## src/rtl/branch_predict_unit.sv

```systemverilog
// Branch resolve stage with one registered stage and a PC-indexed table of
// 2-bit saturating predictors, plus saturating branch/mispredict statistics.
module branch_predict_unit #(
    parameter int unsigned DW       = 32,
    parameter int unsigned IDX_W    = 6,
    parameter logic [1:0]  CNT_INIT = 2'b01
) (
    input  logic          clk,
    input  logic          rst,
    input  logic [31:0]   pred_pc,
    output logic          pred_taken,
    input  logic          res_valid,
    input  logic [31:0]   res_pc,
    input  logic [5:0]    op,
    input  logic [4:0]    rt,
    input  logic [DW-1:0] a,
    input  logic [DW-1:0] b,
    input  logic          res_pred_taken,
    input  logic          stall,
    input  logic          flush,
    output logic          out_valid,
    output logic          br_taken,
    output logic          mispredict,
    output logic [31:0]   br_cnt,
    output logic [31:0]   miss_cnt
);
    localparam int unsigned DEPTH = 1 << IDX_W;

    logic [1:0]       cnt_tbl [DEPTH];
    logic             is_branch;
    logic             taken;
    logic             accept;
    logic [IDX_W-1:0] res_idx;
    logic [IDX_W-1:0] pred_idx;
    logic             s_valid;
    logic             s_taken;
    logic             s_mis;
    logic [IDX_W-1:0] s_idx;
    logic [1:0]       upd_cnt;
    logic [31:0]      br_reg;
    logic [31:0]      br_d;
    logic [31:0]      miss_reg;
    logic [31:0]      miss_d;
    logic             unused;

    assign res_idx  = res_pc[IDX_W+1:2];
    assign pred_idx = pred_pc[IDX_W+1:2];
    assign unused   = ^{res_pc[31:IDX_W+2], res_pc[1:0], pred_pc[31:IDX_W+2], pred_pc[1:0]};

    always_comb begin
        is_branch = 1'b0;
        taken     = 1'b0;
        case (op)
            6'b000100: begin is_branch = 1'b1; taken = (a == b);                   end
            6'b000101: begin is_branch = 1'b1; taken = (a != b);                   end
            6'b000110: begin is_branch = 1'b1; taken = a[DW-1] | (a == '0);        end
            6'b000111: begin is_branch = 1'b1; taken = !a[DW-1] && (a != '0);      end
            6'b000001: begin
                case (rt)
                    5'b00000, 5'b10000: begin is_branch = 1'b1; taken = a[DW-1];  end
                    5'b00001, 5'b10001: begin is_branch = 1'b1; taken = !a[DW-1]; end
                    default:            begin is_branch = 1'b0; taken = 1'b0;     end
                endcase
            end
            default: begin is_branch = 1'b0; taken = 1'b0; end
        endcase
    end

    assign accept = res_valid & is_branch & ~stall & ~flush;

    always_ff @(posedge clk or posedge rst) begin
        if (rst) begin
            s_valid <= 1'b0;
            s_taken <= 1'b0;
            s_mis   <= 1'b0;
            s_idx   <= '0;
        end else begin
            s_valid <= accept;
            if (accept) begin
                s_taken <= taken;
                s_mis   <= taken ^ res_pred_taken;
                s_idx   <= res_idx;
            end
        end
    end

    always_comb begin
        upd_cnt = cnt_tbl[s_idx];
        if (s_taken) begin
            if (cnt_tbl[s_idx] != 2'b11) upd_cnt = cnt_tbl[s_idx] + 2'd1;
        end else begin
            if (cnt_tbl[s_idx] != 2'b00) upd_cnt = cnt_tbl[s_idx] - 2'd1;
        end
    end

    always_ff @(posedge clk or posedge rst) begin
        if (rst) begin
            for (int i = 0; i < int'(DEPTH); i++) cnt_tbl[i] <= CNT_INIT;
        end else if (s_valid) begin
            cnt_tbl[s_idx] <= upd_cnt;
        end
    end

    // Bypass lets fetch see the update committing at the end of this cycle.
    assign pred_taken = (s_valid && (pred_idx == s_idx)) ? upd_cnt[1] : cnt_tbl[pred_idx][1];

    always_comb begin
        br_d   = br_reg;
        miss_d = miss_reg;
        if (s_valid) begin
            if (br_reg != 32'hFFFF_FFFF) br_d = br_reg + 32'd1;
            if (s_mis && (miss_reg != 32'hFFFF_FFFF)) miss_d = miss_reg + 32'd1;
        end
    end

    always_ff @(posedge clk or posedge rst) begin
        if (rst) begin
            br_reg   <= '0;
            miss_reg <= '0;
        end else begin
            br_reg   <= br_d;
            miss_reg <= miss_d;
        end
    end

    assign out_valid  = s_valid;
    assign br_taken   = s_taken;
    assign mispredict = s_mis;
    assign br_cnt     = br_reg;
    assign miss_cnt   = miss_reg;

endmodule
```

## config.mk

```make
export PLATFORM = sky130hd
export DESIGN_NAME = branch_predict_unit
export DESIGN_NICKNAME = d
export VERILOG_FILES = /design/src/rtl/branch_predict_unit.sv
export SDC_FILE = /design/constraint.sdc
export NUM_CORES = 1
export LEC_CHECK = 0
export BUFFER_PORTS_ARGS = -buffer_cell sky130_fd_sc_hd__buf_2
export CAP_MARGIN = 20
export CORE_AREA = 10 10 157 159
export DETAILED_ROUTE_END_ITERATION = 8
export DIE_AREA = 0 0 167 169
export PLACE_DENSITY = 0.76
export SYNTH_ARGS = -nofsm -noshare
export SYNTH_HDL_FRONTEND = slang
export SYNTH_SLANG_ARGS = --single-unit
```

## constraint.sdc

```tcl
create_clock -name clk -period 6.2 [get_ports clk]
set_input_delay 1.24 -clock clk [delete_from_list [all_inputs] [get_ports clk]]
set_output_delay 1.24 -clock clk [all_outputs]
set_load 0.01 [all_outputs]
```

* Word level (Yosys, flattened, before mapping)
Index checks and enable logic that the tools add are counted.
W data, S select, Z words.
** Word-level totals
- Output and inout port bits :: 68
- Register bits :: 201
** Operators by class
- Equality and inequality tests :: 14
- Bitwise gates (word level) :: 9
- Magnitude comparators :: 3
- Reductions and logical operators :: 15
- Muxes and demuxes :: 17
- Add/subtract/negate cells :: 4
** Operators by type and width (count)
- $bwmux W128 :: 1
- $add A32 B1 Y32 const B :: 2
- $ne A32 B32 Y1 const B :: 2
- $eq A32 B32 Y1 :: 1
- $logic_not A32 Y1 :: 1
- $ne A32 B32 Y1 :: 1
- $reduce_bool A32 Y1 :: 1
- $bmux W2 S6 :: 2
- $eq A6 B3 Y1 const B :: 4
- $mux W2 :: 8
- $ge A7 B7 Y1 const B :: 2
- $not A6 Y7 :: 2
- $demux W2 S6 :: 1
- $eq A5 B5 Y1 const B :: 2
- $reduce_or A4 Y1 :: 2
- $lt A7 B1 Y1 const B :: 1
- $eq A6 B1 Y1 const B :: 1
- $eq A6 B6 Y1 :: 1
- $eq A5 B1 Y1 const B :: 1
- $logic_not A5 Y1 :: 1
- $pmux W1 S5 :: 1
- $logic_and A1 B1 Y1 :: 4
- $pmux W1 S2 :: 2
- $reduce_and A2 Y1 :: 2
- 11 further kinds :: 16

* Logic depth before layout (Yosys ltp)
- Word-level depth :: 8
- Gate-level depth with buffers :: 13

* Least setup slack after synthesis
OpenSTA, ideal clock, no wires.
- Path type :: in2out
- From :: input pred_pc[2]
- To :: output pred_taken
- Stages :: 8
- Data arrival time :: 3.250 ns
- Required time :: 4.960 ns
- Path slack :: 1.710 ns
- Path buffers :: 2
- Cell sequence :: buf_2 buf_1 mux4_2 a22oi_1 nand2_1 a211o_1 a21oi_1 a21oi_1
** On the way
- Longest elaborated chain between the ends :: 5
- Elaborated cells between the ends (all ways) :: 7
** Ends and longest elaborated chain
- from (decl) :: RTL line 10 : input logic [31:0] pred_pc,
- $not A6 Y7 (implied by the code) :: RTL line 105 : assign pred_taken = (s_valid && (pred_idx == s_idx)) ? upd_cnt[1] : cnt_tbl[pred_idx][1];
- $bmux W2 S6 :: RTL line 105
- $mux W2 (implied by the code) (2 in a row) :: RTL line 105
- $mux W1 * :: RTL line 105
- to (decl) :: RTL line 11 : output logic pred_taken,
Every way passes the cells marked *; elsewhere a longest branch is shown, timed or not. The select of a mux whose other input is x is not followed.

* Worst setup path in the final report
- From :: register s_idx[0]
- To :: output pred_taken
** On the way
- Longest elaborated chain between the ends :: 8
- Elaborated cells between the ends (all ways) :: 14
** Ends and longest elaborated chain
- from (decl) :: RTL line 38 : logic [IDX_W-1:0] s_idx;
- from (signal assigned) :: RTL line 82 : s_idx <= res_idx;
- $not A6 Y7 (implied by the code) :: RTL line 88, 90, 92
- $bmux W2 S6 :: RTL line 88, 90, 92
- $mux W2 (implied by the code) (2 in a row) :: RTL line 88, 90, 92
- $sub A2 B1 Y2, or another cell as far along :: RTL line 92 : if (cnt_tbl[s_idx] != 2'b00) upd_cnt = cnt_tbl[s_idx] - 2'd1;
- $mux W2, on equally long branches :: RTL line 92, 90
- $mux W2 :: RTL line 89 : if (s_taken) begin
- $mux W1 * :: RTL line 105
Marked as above.

==> metrics.yaml <==
yosys:
  syn_area_mm2: 0.0107
  yosys_warnings: 0
  ys.flop_type: "dfrtp_1"
  seq_area_frac_synth_pct: 48.0
  avgSynthCellArea_um2: 10.3
  synth_nets: 1180
  muxShareOfSynthArea_pct: 9.53
  async_flop_share_pct: 100
  synth_seq_cells: 201
  synth_xor_area_share_pct: 8.22
  synth_fa_ha_area_share_pct: 0.435
  netlist_instances: 1033
  synth_compound_area_share_pct: 12.5
  synth_top_family_by_area: "simple AND/OR/NAND/NOR gates"
  ys_types: 63
  synth-simple-area-share_pct: 18.3
  synth_edf_count: 0
power:
  powerDensity_mw_per_mm2: 247
  peakVddDrop_mv: 0.177
  leakage_nw: 5.31
floorplan:
  row_count: 54
  core_mm2: 0.0216
  ios: 213
  initial_core_util_pct: 49.4
  dieArea_mm2: 0.0282
  die_width_um: 167
  die_h_um: 169
clock_network:
  cts_resized: 0
  cts-htree-levels: 1
  tritoncts: "done"
  cts_setup_buffers: 0
  cts.sinks: 201
  clk_pin_slew_ns: 0.06
  cts_root_buf: "clkbuf_16"
  clk_path_buf_depth: 3
  numCtsBuffers: 22
  insertion_delay_ns: 0.51
  cts_hold_buf: 0
cells_and_area:
  utilization_pct: 57.3
  layout_commonest_cell: "nand2_1"
  nets: 1333
  antenna_cells: 0
  final_cell_mix: "nand2_1, buf_2, dfrtp_1, o21ai_0, dfstp_2"
  area_delta_synth_final_pct: 15.9
  layout-drive-gt1-share_pct: 32.2
setup_path:
  worstPathRequired_ns: 4.96
  crit_type: "reg -> out"
  cp-end-kind: "output pin"
  cp_max_fo: 23
  worstPathArrival_ns: 4.02
  critPathLaunchType: "register"
placed_design:
  hpwl_um: 20200
  io_buffers: 159
  gp_congestion: 0.878
grt:
  grt_usage_pct: 20.0
  overflow: 0
  first_global_vias: 8895
  grt_start_max_net_pins: 65
  antenna_found_initial: 0
  grt_pass1_wl_um: 47100
routing:
  drt-pass1-iter-count: 7
  wire_per_inst_um: 19.4
  num_vias: 8518
  drt_iter0_markers: 739
  wl_um: 28700
  vias_per_cell: 5.75
  antenna_left: 0
  drcViolationCount: 0
timing:
  tightestPinTransition_ns: 1.11
  fmax_mhz: 190
  slew_violations: 0
  finalCritPeriodShare_pct: 84.9
  tns_ns: 0
  holdWs_ns: 0.469
  fin_crit_ns: 5.26
  hold_violations: 0
  setup_violations: 0
  rsz0062_at_grt: "no"
  finClkSkew_ns: 0.0166
  max-slew-margin-rel_pct: 26.0
outcome:
  status: "finished, final reports clean"
job:
  drv_cap: 0
min_path:
  hp-class: "reg -> reg"
-- flip-flops by register name, summed over array words and instances (netlist names) --
| register | flops |
|---|---|
| br_cnt | 32 |
| br_taken | 1 |
| out_valid | 1 |
| mispredict | 1 |
| cnt_tbl | 128 |
| s_idx | 6 |
| miss_cnt | 32 |
-- Yosys cell counts (all sizes together), types with 3 or more instances --
library cell	instances	share of area [%]
nor4	24	1.5
nand2	240	8.5
buf	28	1.9
a211o	3	0.25
and3	13	0.76
mux2i	8	0.75
a221oi	4	0.33
dfstp	64	16
and4	11	0.90
xnor2	47	3.9
mux2	15	1.6
nor3	7	0.33
a21oi	7	0.33
nor2b	10	0.59
a22oi	12	0.85
dfrtp	137	32
nand4	25	1.5
nor2	43	1.5
a2bb2oi	3	0.25
nor3b	5	0.35
inv	16	0.56
nand3	23	1.1
mux4	34	7.2
nand2b	4	0.23
xor2	53	4.4
and2	7	0.41
a211oi	3	0.26
o21ai	136	8.5
clkbuf	14	0.51
-- area by class of cell --
cell class              instances  area (µm²)
clock buffers                  37         678
clock inverters                 3        15.0
fillers                      1827        9210
inverters                      17        67.6
multi-input cells             773        5240
flip-flops and latches        201        5110
well taps                     280         350
repair buffers                171         890
-- kinds of logic after synthesis --
| group | count (synthesis) |
|---|---|
| xor+xnor | 100 |
| mux | 57 |
| simple gates | 422 |
| fa+ha+maj | 4 |
| buf+inv | 59 |
| compound gates | 190 |
| flops | 201 |
-- metal layers --
| layer | up-vias | wire length [µm] | share of wire [%] | global-route usage (%) |
|---|---|---|---|---|
| met1 | 4090 | 11800 | 41 | 25.1 |
| met3 | 66 | 2170 | 7.6 | 4.52 |
| met5 | - | 0 | 0 | 0 |
| met2 | 382 | 13800 | 48 | 32.8 |
| met4 | 0 | 896 | 3.1 | 7.60 |
| li1 | 3980 | - | - | - |
-- critical path: stages, from the launching register on --
cell and delay [ns]:
dfrtp_1 1.04, buf_4 0.44, nor2b_1 0.63, a221o_1 0.29, a2bb2oi_1 0.09, o211ai_1 0.22, nor3b_1 0.09, maj3_2 0.31
a21oi_1 0.23, buf_2 0.18
-- where the power goes --
group          internal, mW  switching, mW  total, mW
logic                 0.128          0.270      0.398
clock network         0.742          0.520       1.26
registers              1.33         0.0607       1.39
-- through the flow --
step / worst slack, ns / instances / area, µm² / total power, mW
after floorplan: 1.71 / 1033 / 10700 / 1.69
after global placement: 1.56 / 1440 / 11600 / 1.80
after detailed placement: 1.53 / 1440 / 11600 / 1.81
after CTS: 0.951 / 1480 / 12300 / 3.07
after global routing: 0.794 / 1482 / 12300 / 3.17
final: 0.939 / 1482 / 12300 / 3.05
-- worst paths after layout --
path,startpoint,endpoint,slack (ns),cells after the start
setup / recovery,s_idx[0],pred_taken,0.94,9
hold / removal,cnt_tbl[90],cnt_tbl[90],0.47,2
setup reg to reg,s_idx[0],cnt_tbl[48],1.93,9
hold reg to reg,cnt_tbl[90],cnt_tbl[90],0.47,2
max in group asynchronous,rst,miss_cnt[4],4.15,3
min in group asynchronous,rst,cnt_tbl[41],0.84,2
(Power assumes the default switching activity.)
